--- src/rtl/pipeline_pkg.sv ---
// Constants shared by the fetch front end, PC logic and stage registers.
// The fetch queue's default parameter values are taken from here.
package pipeline_pkg;
    localparam int          ADDR_W   = 32;
    localparam int          INSTR_W  = 32;
    localparam int          PC_STEP  = 4;
    localparam logic [31:0] RESET_PC = 32'h0000_0000;
endpackage

--- src/rtl/fetch_fifo.sv ---
// Circular buffer of fetched entries with push, pop, flush and count.
// The head is registered, so it holds its last value while empty.
module fetch_fifo #(
    parameter int DW    = 64,
    parameter int DEPTH = 4,
    localparam int PW   = $clog2(DEPTH),
    localparam int CW   = PW + 1
) (
    input  logic          clk_i,
    input  logic          rst_i,
    input  logic          flush_i,
    input  logic          push_i,
    input  logic          pop_i,
    input  logic [DW-1:0] wdata_i,
    output logic          valid_o,
    output logic [DW-1:0] head_o,
    output logic [CW-1:0] count_o
);

    logic [DW-1:0] mem_q [DEPTH];
    logic [PW-1:0] wr_q, wr_d;
    logic [PW-1:0] rd_q, rd_d;
    logic [CW-1:0] cnt_q, cnt_d;
    logic [CW-1:0] remain;
    logic [DW-1:0] head_q, head_d;

    always_comb begin
        wr_d   = wr_q;
        rd_d   = rd_q;
        cnt_d  = cnt_q;
        head_d = head_q;
        remain = cnt_q - CW'(pop_i);
        if (flush_i) begin
            wr_d  = '0;
            rd_d  = '0;
            cnt_d = '0;
        end else begin
            if (push_i) wr_d = wr_q + 1'b1;
            if (pop_i)  rd_d = rd_q + 1'b1;
            cnt_d = remain + CW'(push_i);
            // Head comes from the write data when it lands in an empty slot.
            if (cnt_d != '0)
                head_d = (remain == '0) ? wdata_i : mem_q[rd_d];
        end
    end

    always_ff @(posedge clk_i) begin
        if (rst_i) begin
            wr_q   <= '0;
            rd_q   <= '0;
            cnt_q  <= '0;
            head_q <= '0;
        end else begin
            wr_q   <= wr_d;
            rd_q   <= rd_d;
            cnt_q  <= cnt_d;
            head_q <= head_d;
        end
    end

    always_ff @(posedge clk_i) begin
        if (!rst_i && !flush_i && push_i)
            mem_q[wr_q] <= wdata_i;
    end

    assign valid_o = (cnt_q != '0);
    assign head_o  = head_q;
    assign count_o = cnt_q;

endmodule

--- src/rtl/fetch_queue.sv ---
// Fetch PC generation and decoupling queue in front of decode.
// Redirects flush the queue and retarget the PC in one cycle.
module fetch_queue #(
    parameter int ADDR_W  = pipeline_pkg::ADDR_W,
    parameter int INSTR_W = pipeline_pkg::INSTR_W,
    parameter int DEPTH   = 4,
    parameter logic [ADDR_W-1:0] RESET_PC = ADDR_W'(pipeline_pkg::RESET_PC),
    localparam int CW = $clog2(DEPTH) + 1
) (
    input  logic               Clk,
    input  logic               Reset,
    output logic [ADDR_W-1:0]  imem_addr,
    input  logic [INSTR_W-1:0] imem_rdata,
    input  logic               redirect_valid,
    input  logic [ADDR_W-1:0]  redirect_pc,
    output logic               out_valid,
    input  logic               out_ready,
    output logic [INSTR_W-1:0] out_instr,
    output logic [ADDR_W-1:0]  out_pc_plus4,
    output logic [CW-1:0]      count
);

    logic [ADDR_W-1:0] pc_q, pc_d;
    logic [ADDR_W-1:0] pc_plus4;
    logic              pop;
    logic              push;
    logic              unused_rpc;

    assign unused_rpc = ^redirect_pc[1:0];
    assign pc_plus4   = pc_q + ADDR_W'(pipeline_pkg::PC_STEP);
    assign pop        = out_valid & out_ready & ~redirect_valid;
    assign push       = ~redirect_valid &
                        ((count < CW'(DEPTH)) | (out_valid & out_ready));

    always_comb begin
        pc_d = pc_q;
        if (redirect_valid)
            pc_d = {redirect_pc[ADDR_W-1:2], 2'b00};
        else if (push)
            pc_d = pc_plus4;
    end

    always_ff @(posedge Clk) begin
        if (Reset) pc_q <= RESET_PC;
        else       pc_q <= pc_d;
    end

    assign imem_addr = pc_q;

    fetch_fifo #(
        .DW    (INSTR_W + ADDR_W),
        .DEPTH (DEPTH)
    ) u_fifo (
        .clk_i   (Clk),
        .rst_i   (Reset),
        .flush_i (redirect_valid),
        .push_i  (push),
        .pop_i   (pop),
        .wdata_i ({imem_rdata, pc_plus4}),
        .valid_o (out_valid),
        .head_o  ({out_instr, out_pc_plus4}),
        .count_o (count)
    );

endmodule

--- config.mk ---
export PLATFORM = sky130hd
export DESIGN_NAME = fetch_queue
export DESIGN_NICKNAME = d
export VERILOG_FILES = /design/src/rtl/pipeline_pkg.sv /design/src/rtl/fetch_fifo.sv /design/src/rtl/fetch_queue.sv
export SDC_FILE = /design/constraint.sdc
export NUM_CORES = 1
export LEC_CHECK = 0
export ABC_AREA = 0
export BUFFER_PORTS_ARGS = -buffer_cell sky130_fd_sc_hd__buf_4
export CORE_MARGIN = 2
export CORE_UTILIZATION = 54
export CTS_CLUSTER_SIZE = 14
export DETAILED_ROUTE_END_ITERATION = 16
export PLACE_DENSITY_LB_ADDON = 0.3
export SETUP_SLACK_MARGIN = 0.15
export SLEW_MARGIN = 20
export SYNTH_ARGS = -nofsm -noshare
export SYNTH_HDL_FRONTEND = slang
export SYNTH_HIERARCHICAL = 1
export SYNTH_SLANG_ARGS = --single-unit
export TNS_END_PERCENT = 20
--- constraint.sdc ---
create_clock -name Clk -period 4.94 [get_ports Clk]
set_clock_uncertainty 0.1 [all_clocks]
set_input_delay 0.247 -clock Clk [delete_from_list [all_inputs] [get_ports Clk]]
set_output_delay 0.247 -clock Clk [all_outputs]
set_load 0.05 [all_outputs]
After elaboration in Yosys (flattened, before gate mapping)
Memories as Yosys holds them, arrays and structs flattened.
Index checks and enable logic that the tools add are counted.
- reductions and logical operators: 10
- mux-type cells: 7
- add/subtract/negate cells: 5
- bitwise logic cells: 5
- $lt $le $gt $ge: 1
- operators with widths (operator ; count):
    32-bit two-way mux ; 2
    64-bit two-way mux ; 1
    32-bit by 3-bit adder with 32-bit output, second input constant ; 1
    3-bit nonzero test ; 2
    2-bit by 1-bit adder with 2-bit output, second input constant ; 2
    2-bit two-way mux ; 2
    3-bit by 1-bit adder with 3-bit output ; 1
    1-bit bitwise AND ; 3
    3-bit logical NOT ; 1
    3-bit < comparator, second input constant ; 1
    3-bit by 1-bit subtractor with 3-bit output ; 1
    1-bit logical AND ; 2
    1-bit logical NOT ; 2
    1-bit two-way mux ; 2
    2-bit AND reduction ; 1
    2-bit nonzero test ; 1
    2-bit OR reduction ; 1
    1-bit inverter ; 1
    1-bit bitwise OR ; 1
- output and inout bits: 100
- memories kept: 1
- logic and storage cells: 35
- register bits after elaboration: 103
- input bits: 68
- RAM bits: 256
- memory list (memory ; depth ; bits a word ; read ports ; clocked after Yosys merged registers in ; write ports ; line ; text):
    u_fifo.mem_q ; 4 ; 64 ; 1 ; 0 ; 1 ; fetch_fifo.sv:20 ; logic [DW-1:0] mem_q [DEPTH];

Longest topological paths before layout
Gate-level depths: netlist (run 1).
- depth in word-level cells: 7
- gate-level depth with buffers: 14
- mapped depth without buffers: 10

By module
The synthesis (run 1) kept the hierarchy.
- by module, submodules not included (module ; cells an instance ; times used ; area each (um2)):
    fetch_fifo ; 757 ; 1 ; 14478.9
    fetch_queue ; 312 ; 1 ; 2378.5

Worst setup path before layout (run 1)
No wires, ideal clock.
- kind: flip-flop to flip-flop
- start: register u_fifo.cnt_q[2] (netlist: u_fifo/count_o[2])
- end: memory u_fifo.mem_q[0][0], enable pin
- path buffers: 2
- data required time: 4411 ps
- cell stages (with the launch flop): 7
- library setup time: 429 ps
- arrival time: 3755 ps
- slack: 656 ps
- cells stage by stage: dfxtp_1 > or3_1 > a21boi_0 > clkbuf_1 > clkbuf_1 > nor2_1 > and3_1
- cells in the longest elaborated chain, start to end: 7
- elaborated cells between the ends (all ways): 8
- RTL lines (item ; line ; text):
    start: declaration ; fetch_fifo.sv:23 ; logic [CW-1:0] cnt_q, cnt_d;
    start signal: assignment ; fetch_fifo.sv:56 ; cnt_q <= cnt_d;
    3-bit nonzero test ; fetch_fifo.sv:66 ; assign valid_o = (cnt_q != '0);
    net out_valid ; fetch_queue.sv:16 ; output logic out_valid,
    1-bit bitwise AND ; fetch_queue.sv:33 ; ((count < CW'(DEPTH)) | (out_valid & out_ready));
    1-bit bitwise OR ; fetch_queue.sv:33 ;
    1-bit bitwise AND ; fetch_queue.sv:32 ; assign push = ~redirect_valid &
    net push ; fetch_queue.sv:26 ; logic push;
    1-bit logical AND ; fetch_fifo.sv:62 ; if (!rst_i && !flush_i && push_i)
    1-bit two-way mux ; fetch_fifo.sv:62 ;
    1-bit two-way mux (not written as such) ; fetch_fifo.sv:63 ; mem_q[wr_q] <= wdata_i;
    end: declaration ; fetch_fifo.sv:20 ;
The timed path passes the listed nets, and every way through them passes these cells.

Worst setup path after layout (run 1)
- start: register u_fifo.cnt_q[2] (netlist: u_fifo/count_o[2])
- end: register u_fifo.head_q[58] (netlist: u_fifo/head_o[58])
- cells in the longest elaborated chain, start to end: 7
- elaborated cells between the ends (all ways): 15
- RTL lines (item ; line ; text):
    3-bit nonzero test * ; fetch_fifo.sv:66 ;
    1-bit bitwise AND * (2 in series) ; fetch_queue.sv:31 ; assign pop = out_valid & out_ready & ~redirect_valid;
    net pop ; fetch_queue.sv:25 ; logic pop;
    3-bit by 1-bit subtractor with 3-bit output or 2-bit two-way mux (tied branches) ; fetch_fifo.sv:32, fetch_fifo.sv:39 ;
    3-bit by 1-bit adder with 3-bit output or 2-bit two-way mux (tied branches) ; fetch_fifo.sv:40, fetch_fifo.sv:33 ;
    3-bit nonzero test or memory 4 x 64 bit (tied branches) ; -- ;
    2-bit AND reduction (no source line) or 64-bit two-way mux (tied branches) ; -- ;
    end signal: assignment ; fetch_fifo.sv:52 ; head_q <= '0;
    end signal: assignment ; fetch_fifo.sv:57 ; head_q <= head_d;
    end: declaration ; fetch_fifo.sv:25 ; logic [DW-1:0] head_q, head_d;
Mark *: on every way through the listed nets, which the timed path passes. The rest lies on a longest branch. The select of a mux whose other input is x is not followed.
A chain may end at the register's enable or synchronous reset.

==> flow_summary.rst, run 1 <==
.. list-table::
   :header-rows: 1

   * - Metric
     - Value
   * - Vias after detailed routing
     - around 11000
   * - Critical Path Sink Type
     - flip-flop
   * - Count of buffering cells on the critical path with inverters included
     - 1
   * - Die Y-Extent
     - 181 microns
   * - Max-slew violation count
     - 0
   * - Post-synthesis to final-layout area growth
     - 19.6%
   * - Top area cells in the synthesized netlist
     - edfxtp_1 46%, mux4_2 17%, dfxtp_1 12%, mux2i_1 4.0%, a211oi_2 3.7%
   * - Cell internal power dissipation
     - about 5400 uW
   * - Tightest Pin Transition
     - ~1.1 ns
   * - Arrival time worst endpoint
     - about 4.2 ns
   * - Upper clock frequency limit
     - 257 MHz
   * - Overall power after layout
     - 7390 uW
   * - Post-synthesis sequential area ratio
     - 57.6%
   * - HPWL Detailed
     - roughly 21000 microns
   * - Overall global routing resource usage
     - 22.8%
   * - Largest fanout on the critical path
     - 63
   * - Rows
     - 64
   * - Sequential share of power
     - 46.5%
   * - Number of max-capacitance violations reported
     - 0
   * - Final GP Congestion
     - 0.822
   * - Number of distinct library cell variants in the gate-level netlist after synthesis
     - 60
   * - Width of the die
     - 181 microns
   * - Pin count of the biggest net entering global routing
     - 97
   * - Maximum root-to-sink buffer count
     - 3
   * - Synthesized area per cell
     - 15.8 sq um
   * - DRT antenna net count
     - 0
   * - Number of register bits inferred by synthesis
     - 357
   * - Simple logic cell fraction of the synthesized area
     - 5.38%
   * - Power spent charging and discharging nets
     - around 1900 uW
   * - Final hold viol count
     - 0
   * - Static Leak
     - 0.00657 uW
   * - Power density over the cells
     - 367 nW/um^2
   * - Adder and majority cell fraction of the synthesized area
     - 0.668%
   * - Worst Path Required
     - 5.26 ns
   * - Portion of total power attributed to combinational logic
     - 15.1%
   * - Clock tree root buffer cell
     - clkbuf_16
   * - Most frequently used cell type in the post-synthesis netlist
     - edfxtp_1
   * - Category of cells accounting for the largest share of critical-path delay
     - simple AND/OR/NAND/NOR gates
   * - H-Tree Level Count
     - 2
   * - Die Footprint
     - 32600 sq um
   * - Post-route setup TNS
     - 0 ns
   * - Placed Cells incl. Taps
     - 1554
   * - Count of filler cells inserted in the layout
     - 2127
   * - Register-to-register setup slack
     - between 1 and 1.5 ns
   * - Post-CTS setup repair buffer count
     - 0
   * - CTS tree
     - built
   * - Kind of path behind the tightest hold check
     - input port to flip-flop
   * - Critical path's largest stage delay
     - around 0.83 ns
   * - Clock insertion delay at the later pin of the skew report
     - 0.52 ns
   * - Clock transition time at the flip-flop clock pins of the worst setup and hold paths
     - 0.06 ns
   * - Count of flip-flops with a built-in enable after synthesis
     - between 200 and 300
   * - PortBufs
     - 163
   * - Cell types with the highest counts after synthesis
     - 256 x edfxtp_1, 127 x mux4_2, 101 x dfxtp_1, 68 x mux2i_1, 63 x o22ai_1
   * - Worst-path cell chain
     - or3_1 -> and3_4 -> ha_1 -> ha_1 -> inv_1 -> ha_1 -> or3_1 -> or4b_4 -> o22ai_1 -> a211oi_2
   * - Fin cells
     - 1685
   * - Ratio of cells with drive above 1 in the final layout
     - 33.3%
   * - Minimum clock period
     - just under 4 ns
   * - Worst voltage drop across the vdd grid
     - 0.213 mV
   * - GR Overflow Total
     - 0
   * - Worst slack, placed
     - 1.11 ns
   * - Library cell with the largest summed area after synthesis
     - edfxtp_1
   * - Antenna violations before repair
     - 0
   * - Clock sink total
     - 357
   * - Most repeated library cell on the critical path
     - ha_1
   * - Class of the most critical setup path
     - flip-flop to flip-flop
   * - Dominant synthesized flop cell
     - edfxtp_1
   * - Slowest library cell on the worst path
     - or4b_4
   * - Number of warning messages in the yosys log
     - 6
   * - Rel. slew slack
     - 26.2%
   * - RSZ-0062 raised after global routing
     - false
   * - Multiplexer share of the synthesized area
     - 21.0%
   * - Setup crit start kind
     - flip-flop
   * - Number of nets in the final layout
     - 1336
   * - Global-route wire length before repair
     - 59500 microns
   * - Switching part of the total power
     - 26.3%
   * - I/O pin total
     - approximately 170
   * - CTS Buf Count
     - 38
   * - Compound-Gate Fraction of Synth Area
     - 9.44%
   * - Final setup margin
     - approximately 1.0 ns
   * - Fraction of synthesized cell area taken by the top area cell type
     - 45.6%
   * - Average wire length per cell after detail routing
     - 22.2 microns
   * - Part of the cycle the worst path needs
     - slightly below 80%
   * - Area inside the core boundary
     - 30700 sq um
   * - Status
     - complete, no violations
   * - Starting Density
     - 55.0%
   * - Async SR Flop Fraction
     - 0%
   * - Total routed wirelength
     - 37300 microns
   * - Via-per-instance ratio
     - 6.36
   * - Number of setup violations in the final report
     - 0
   * - Ant. Diodes
     - 0
   * - Combinational family with the most area after synthesis
     - multiplexers
   * - Vias in the first global route
     - 10838
   * - Xor/xnor share of the synthesized area
     - about 2.3%
   * - Remaining design rule violation count
     - 0
   * - Clock network power share
     - a little under two fifths
   * - Post-Syn Instances
     - 1069
   * - Netlist Area Pre-Place
     - 16900 sq um
   * - Starting DRT DRC Count
     - 872
   * - Initial DRT Pass Iterations
     - 5
[power by group through the flow]
| stage | registers (uW) | clock network (uW) | logic, uW |
|---|---|---|---|
| 3_5_place_dp | 3500 | 0 | 1080 |
| 3_3_place_gp | 3500 | 0 | 1060 |
| 5_1_grt | 3450 | 3010 | 1180 |
| 4_1_cts | 3440 | 2890 | 1120 |
| 2_1_floorplan | 3790 | 0 | 453 |
| 6_report | 3440 | 2830 | 1120 |
[logic make-up (layout without fill, tap and decap cells)]
family          count (synthesis)  count (layout)
mux                           195             195
other cells                     1              12
flops                         357             357
simple gates                  166             166
xor+xnor                       42              42
buf+inv                       112             321
fa+ha+maj                       9               9
compound gates                187             187
[tightest hold or removal path, delay by kind of cell]
kind / cells / cell delay (ns)
AOI/OAI and AO/OA: 1 / 0.05
buffers and inverters: 1 / 0.22
and+or+nand+nor: 1 / 0.09
[metal layers]
layer	track usage [%]	routed length, microns
met5	0	0
met3	3.70	2680
met1	31.9	15800
met2	38.1	18300
met4	4.74	499
[path summary, 6_finish.rpt]
| path | to | start | cells past startpoint |
|---|---|---|---|
| max reg2reg | u_fifo/head_o[58]$_SDFFE_PP0P_ | u_fifo/count_o[2]$_SDFF_PP0_ | 10 |
| min | imem_addr[2]$_SDFFE_PP0P_ | redirect_valid | 3 |
| min reg2reg | u_fifo/head_o[13]$_SDFFE_PP0P_ | u_fifo/head_o[13]$_SDFFE_PP0P_ | 2 |
| max | u_fifo/head_o[58]$_SDFFE_PP0P_ | u_fifo/count_o[2]$_SDFF_PP0_ | 10 |
[cell usage in the layout (no fill, tap or decap), types with 13 or more instances in the layout]
master	Yosys	layout
a211oi_2	50	50
mux4_2	127	127
inv_1	14	14
clkbuf_16	0	41
mux2i_1	68	68
nor4_1	13	13
dfxtp_1	101	99
xnor2_1	24	24
nand2_1	30	30
edfxtp_1	256	256
a211oi_1	21	21
nor2_1	35	35
nand3_1	16	16
buf_4	16	172
o22ai_1	63	63
dlygate4sd3_1	0	60
xor2_1	16	16
[repair_timing]
action,in CTS,in global routing
hold buffers,60,0
hold endpoints to repair,167,0
gates resized for setup,0,0
[cell type report]
| class | instances | area (sq um) | area share (%) |
|---|---|---|---|
| inverters | 14 | 52.6 | 0.261 |
| multi-input cells | 611 | 6640 | 32.9 |
| clock buffers | 57 | 1160 | 5.73 |
| flip-flops and latches | 357 | 9720 | 48.2 |
| repair buffers | 237 | 2000 | 9.92 |
| well taps | 396 | 495 | 2.46 |
| clock inverters | 13 | 108 | 0.534 |
[flip-flops by register name, indices dropped and copies added (netlist names)]
signal,flops
u_fifo/mem_q,256
imem_addr,30
u_fifo/wr_q,2
u_fifo/count_o,3
u_fifo/rd_q,2
u_fifo/head_o,64
[metrics by stage]
| step | area (sq um) | util (%) | hold slack, ns |
|---|---|---|---|
| 6_report | 20200 | 65.7 | 0.0404 |
| 5_1_grt | 20200 | 65.7 | 0.0424 |
| 3_5_place_dp | 18300 | 59.6 | 0.364 |
| 3_3_place_gp | 18300 | 59.6 | 0.360 |
| 4_1_cts | 20100 | 65.6 | 0.0230 |
| 2_1_floorplan | 16900 | - | 0.246 |
Power figures use the tool's default switching activity.
==> run 2: changes to the inputs <==
Clock period 4.94 ns to 4 ns, I/O delays scaled along.
==> flow_summary.rst, run 2 (same netlist as run 1, synthesis figures left out) <==
.. list-table::
   :header-rows: 1

   * - Metric
     - Value
   * - Setup crit start kind
     - flip-flop
   * - Ant. Diodes
     - 0
   * - I/O pin total
     - 168
   * - Via-per-instance ratio
     - 6.32
   * - Global-route wire length before repair
     - 60100 microns
   * - CTS Buf Count
     - 39
   * - Clock tree root buffer cell
     - clkbuf_16
   * - Fin Hold WS
     - 0.0260 ns
   * - Portion of total power attributed to combinational logic
     - 15.3%
   * - Average wire length per cell after detail routing
     - roughly 22 microns
   * - Power spent charging and discharging nets
     - 2380 uW
   * - Arrival time worst endpoint
     - 3.91 ns
   * - Clock transition time at the flip-flop clock pins of the worst setup and hold paths
     - 0.06 ns
   * - Most common cell after layout, fill and taps aside
     - edfxtp_1
   * - Starting Density
     - 55.0%
   * - Pin count of the biggest net entering global routing
     - 79
   * - Worst Path Required
     - approximately 4.3 ns
   * - Width of the die
     - between 150 and 200 microns
   * - Clock insertion delay at the later pin of the skew report
     - 0.52 ns
   * - Area inside the core boundary
     - 30700 sq um
   * - Tightest Pin Transition
     - around 1.0 ns
   * - Count of filler cells inserted in the layout
     - ~2100
   * - Starting DRT DRC Count
     - about 810
   * - Vias in the first global route
     - 10936
   * - Initial DRT Pass Iterations
     - 5
   * - Die Y-Extent
     - 181 microns
   * - Clock sink total
     - 357
   * - Ratio of cells with drive above 1 in the final layout
     - 33.6%
   * - Number of nets in the final layout
     - 1352
   * - Status
     - complete, no violations
   * - Power density over the cells
     - 448 nW/um^2
   * - Final setup margin
     - 0.399 ns
   * - Vias after detailed routing
     - 10743
   * - Remaining design rule violation count
     - 0
   * - Kind of path behind the tightest hold check
     - input port to flip-flop
   * - Rel. slew slack
     - 30.1%
   * - Final GP Congestion
     - 0.817
   * - Max-slew violation count
     - 0
   * - Sequential share of power
     - 46.9%
   * - Post-synthesis to final-layout area growth
     - 19.9%
   * - Antenna violations before repair
     - 0
   * - Number of setup violations in the final report
     - 0
   * - Commonest non-fill, non-tap cells in the layout
     - 256 x edfxtp_1, 187 x buf_4, 127 x mux4_2
   * - Total routed wirelength
     - ~38000 microns
   * - Maximum root-to-sink buffer count
     - 3
   * - Part of the cycle the worst path needs
     - 90.0%
   * - Largest register by flop count
     - u_fifo/mem_q
   * - PortBufs
     - 163
   * - # hold bufs at CTS
     - 61
   * - H-Tree Level Count
     - 2
   * - RSZ-0062 raised after global routing
     - false
   * - Largest register FFs
     - ~260
   * - GR Overflow Total
     - 0
   * - CTS tree
     - built
   * - Upper clock frequency limit
     - 278 MHz
   * - HPWL Detailed
     - between 20000 and 25000 microns
   * - Critical Path Sink Type
     - flip-flop
   * - # resized after CTS
     - 0
   * - Post-CTS setup repair buffer count
     - 0
   * - Switching part of the total power
     - 26.3%
   * - Overall global routing resource usage
     - 23.2%
   * - Rows
     - 64
   * - Clock network power share
     - 37.7%
   * - Cell internal power dissipation
     - about 6700 uW
   * - Die Footprint
     - 32600 sq um
   * - Static Leak
     - 0.00661 uW
   * - Minimum clock period
     - 3.60 ns
   * - Final hold viol count
     - 0
   * - Largest fanout on the critical path
     - 44
   * - DRT antenna net count
     - 0
   * - Class of the most critical setup path
     - flip-flop to flip-flop
   * - Worst slack, placed
     - 0.440 ns
   * - Number of max-capacitance violations reported
     - 0
   * - Worst voltage drop across the vdd grid
     - around 0.24 mV
==> run 2: metal layers <==
layer	up-vias	GRT usage, %	part of all wire (%)
met4	0	5.77	1.6
met2	375	38.0	49
met1	5525	32.5	43
li1	4794	-	-
met3	49	4.32	6.2
met5	-	0	0
==> run 2: worst paths after layout <==
kind	from	end	slack (ns)	cells after the start
worst min-delay path	redirect_pc[25]	imem_addr[25]$_SDFFE_PP0P_	0.03	4
worst max register to register	u_fifo/count_o[1]$_SDFF_PP0_	u_fifo/head_o[17]$_SDFFE_PP0P_	0.40	11
worst min register to register	u_fifo/head_o[13]$_SDFFE_PP0P_	u_fifo/head_o[13]$_SDFFE_PP0P_	0.47	2
worst max-delay path	u_fifo/count_o[1]$_SDFF_PP0_	u_fifo/head_o[17]$_SDFFE_PP0P_	0.40	11
==> run 2: through the flow <==
stage	power [uW]	instances	TNS (ns)	util, %	cell area (sq um)
floorplan	5240	1080	-54.78	-	16900
global placement	5630	1569	0	59.9	18400
detailed placement	5670	1569	0	59.9	18400
CTS	9130	1700	0	65.9	20200
global route	9360	1700	0	65.9	20200
finish	9050	1700	0	65.9	20200
==> run 2: power groups by stage <==
| stage | Sequential (uW) | Clock [uW] | Combinational [uW] |
|---|---|---|---|
| after floorplan | 4680 | 0 | 559 |
| after global placement | 4320 | 0 | 1310 |
| after detailed placement | 4330 | 0 | 1340 |
| after CTS | 4250 | 3490 | 1390 |
| after global routing | 4270 | 3630 | 1460 |
| final | 4250 | 3420 | 1390 |
==> run 2: critical path, cell delays in order, from the launching register on <==
cell and delay, ns:
dfxtp_1 0.32, or3_1 0.43, and3_4 0.22, ha_1 0.19
ha_1 0.28, inv_1 0.05, ha_1 0.30, or3_1 0.38
or4b_2 0.23, buf_4 0.51, o22ai_1 0.17, a211oi_1 0.30
==> run 2: layout make-up <==
class	count	area, sq um	area share [%]
flip-flops and latches	357	9720	48.1
multi-input cells	611	6630	32.8
repair buffers	252	2090	10.4
clock buffers	64	1170	5.80
well taps	396	495	2.45
clock inverters	6	55.1	0.272
inverters	14	52.6	0.260
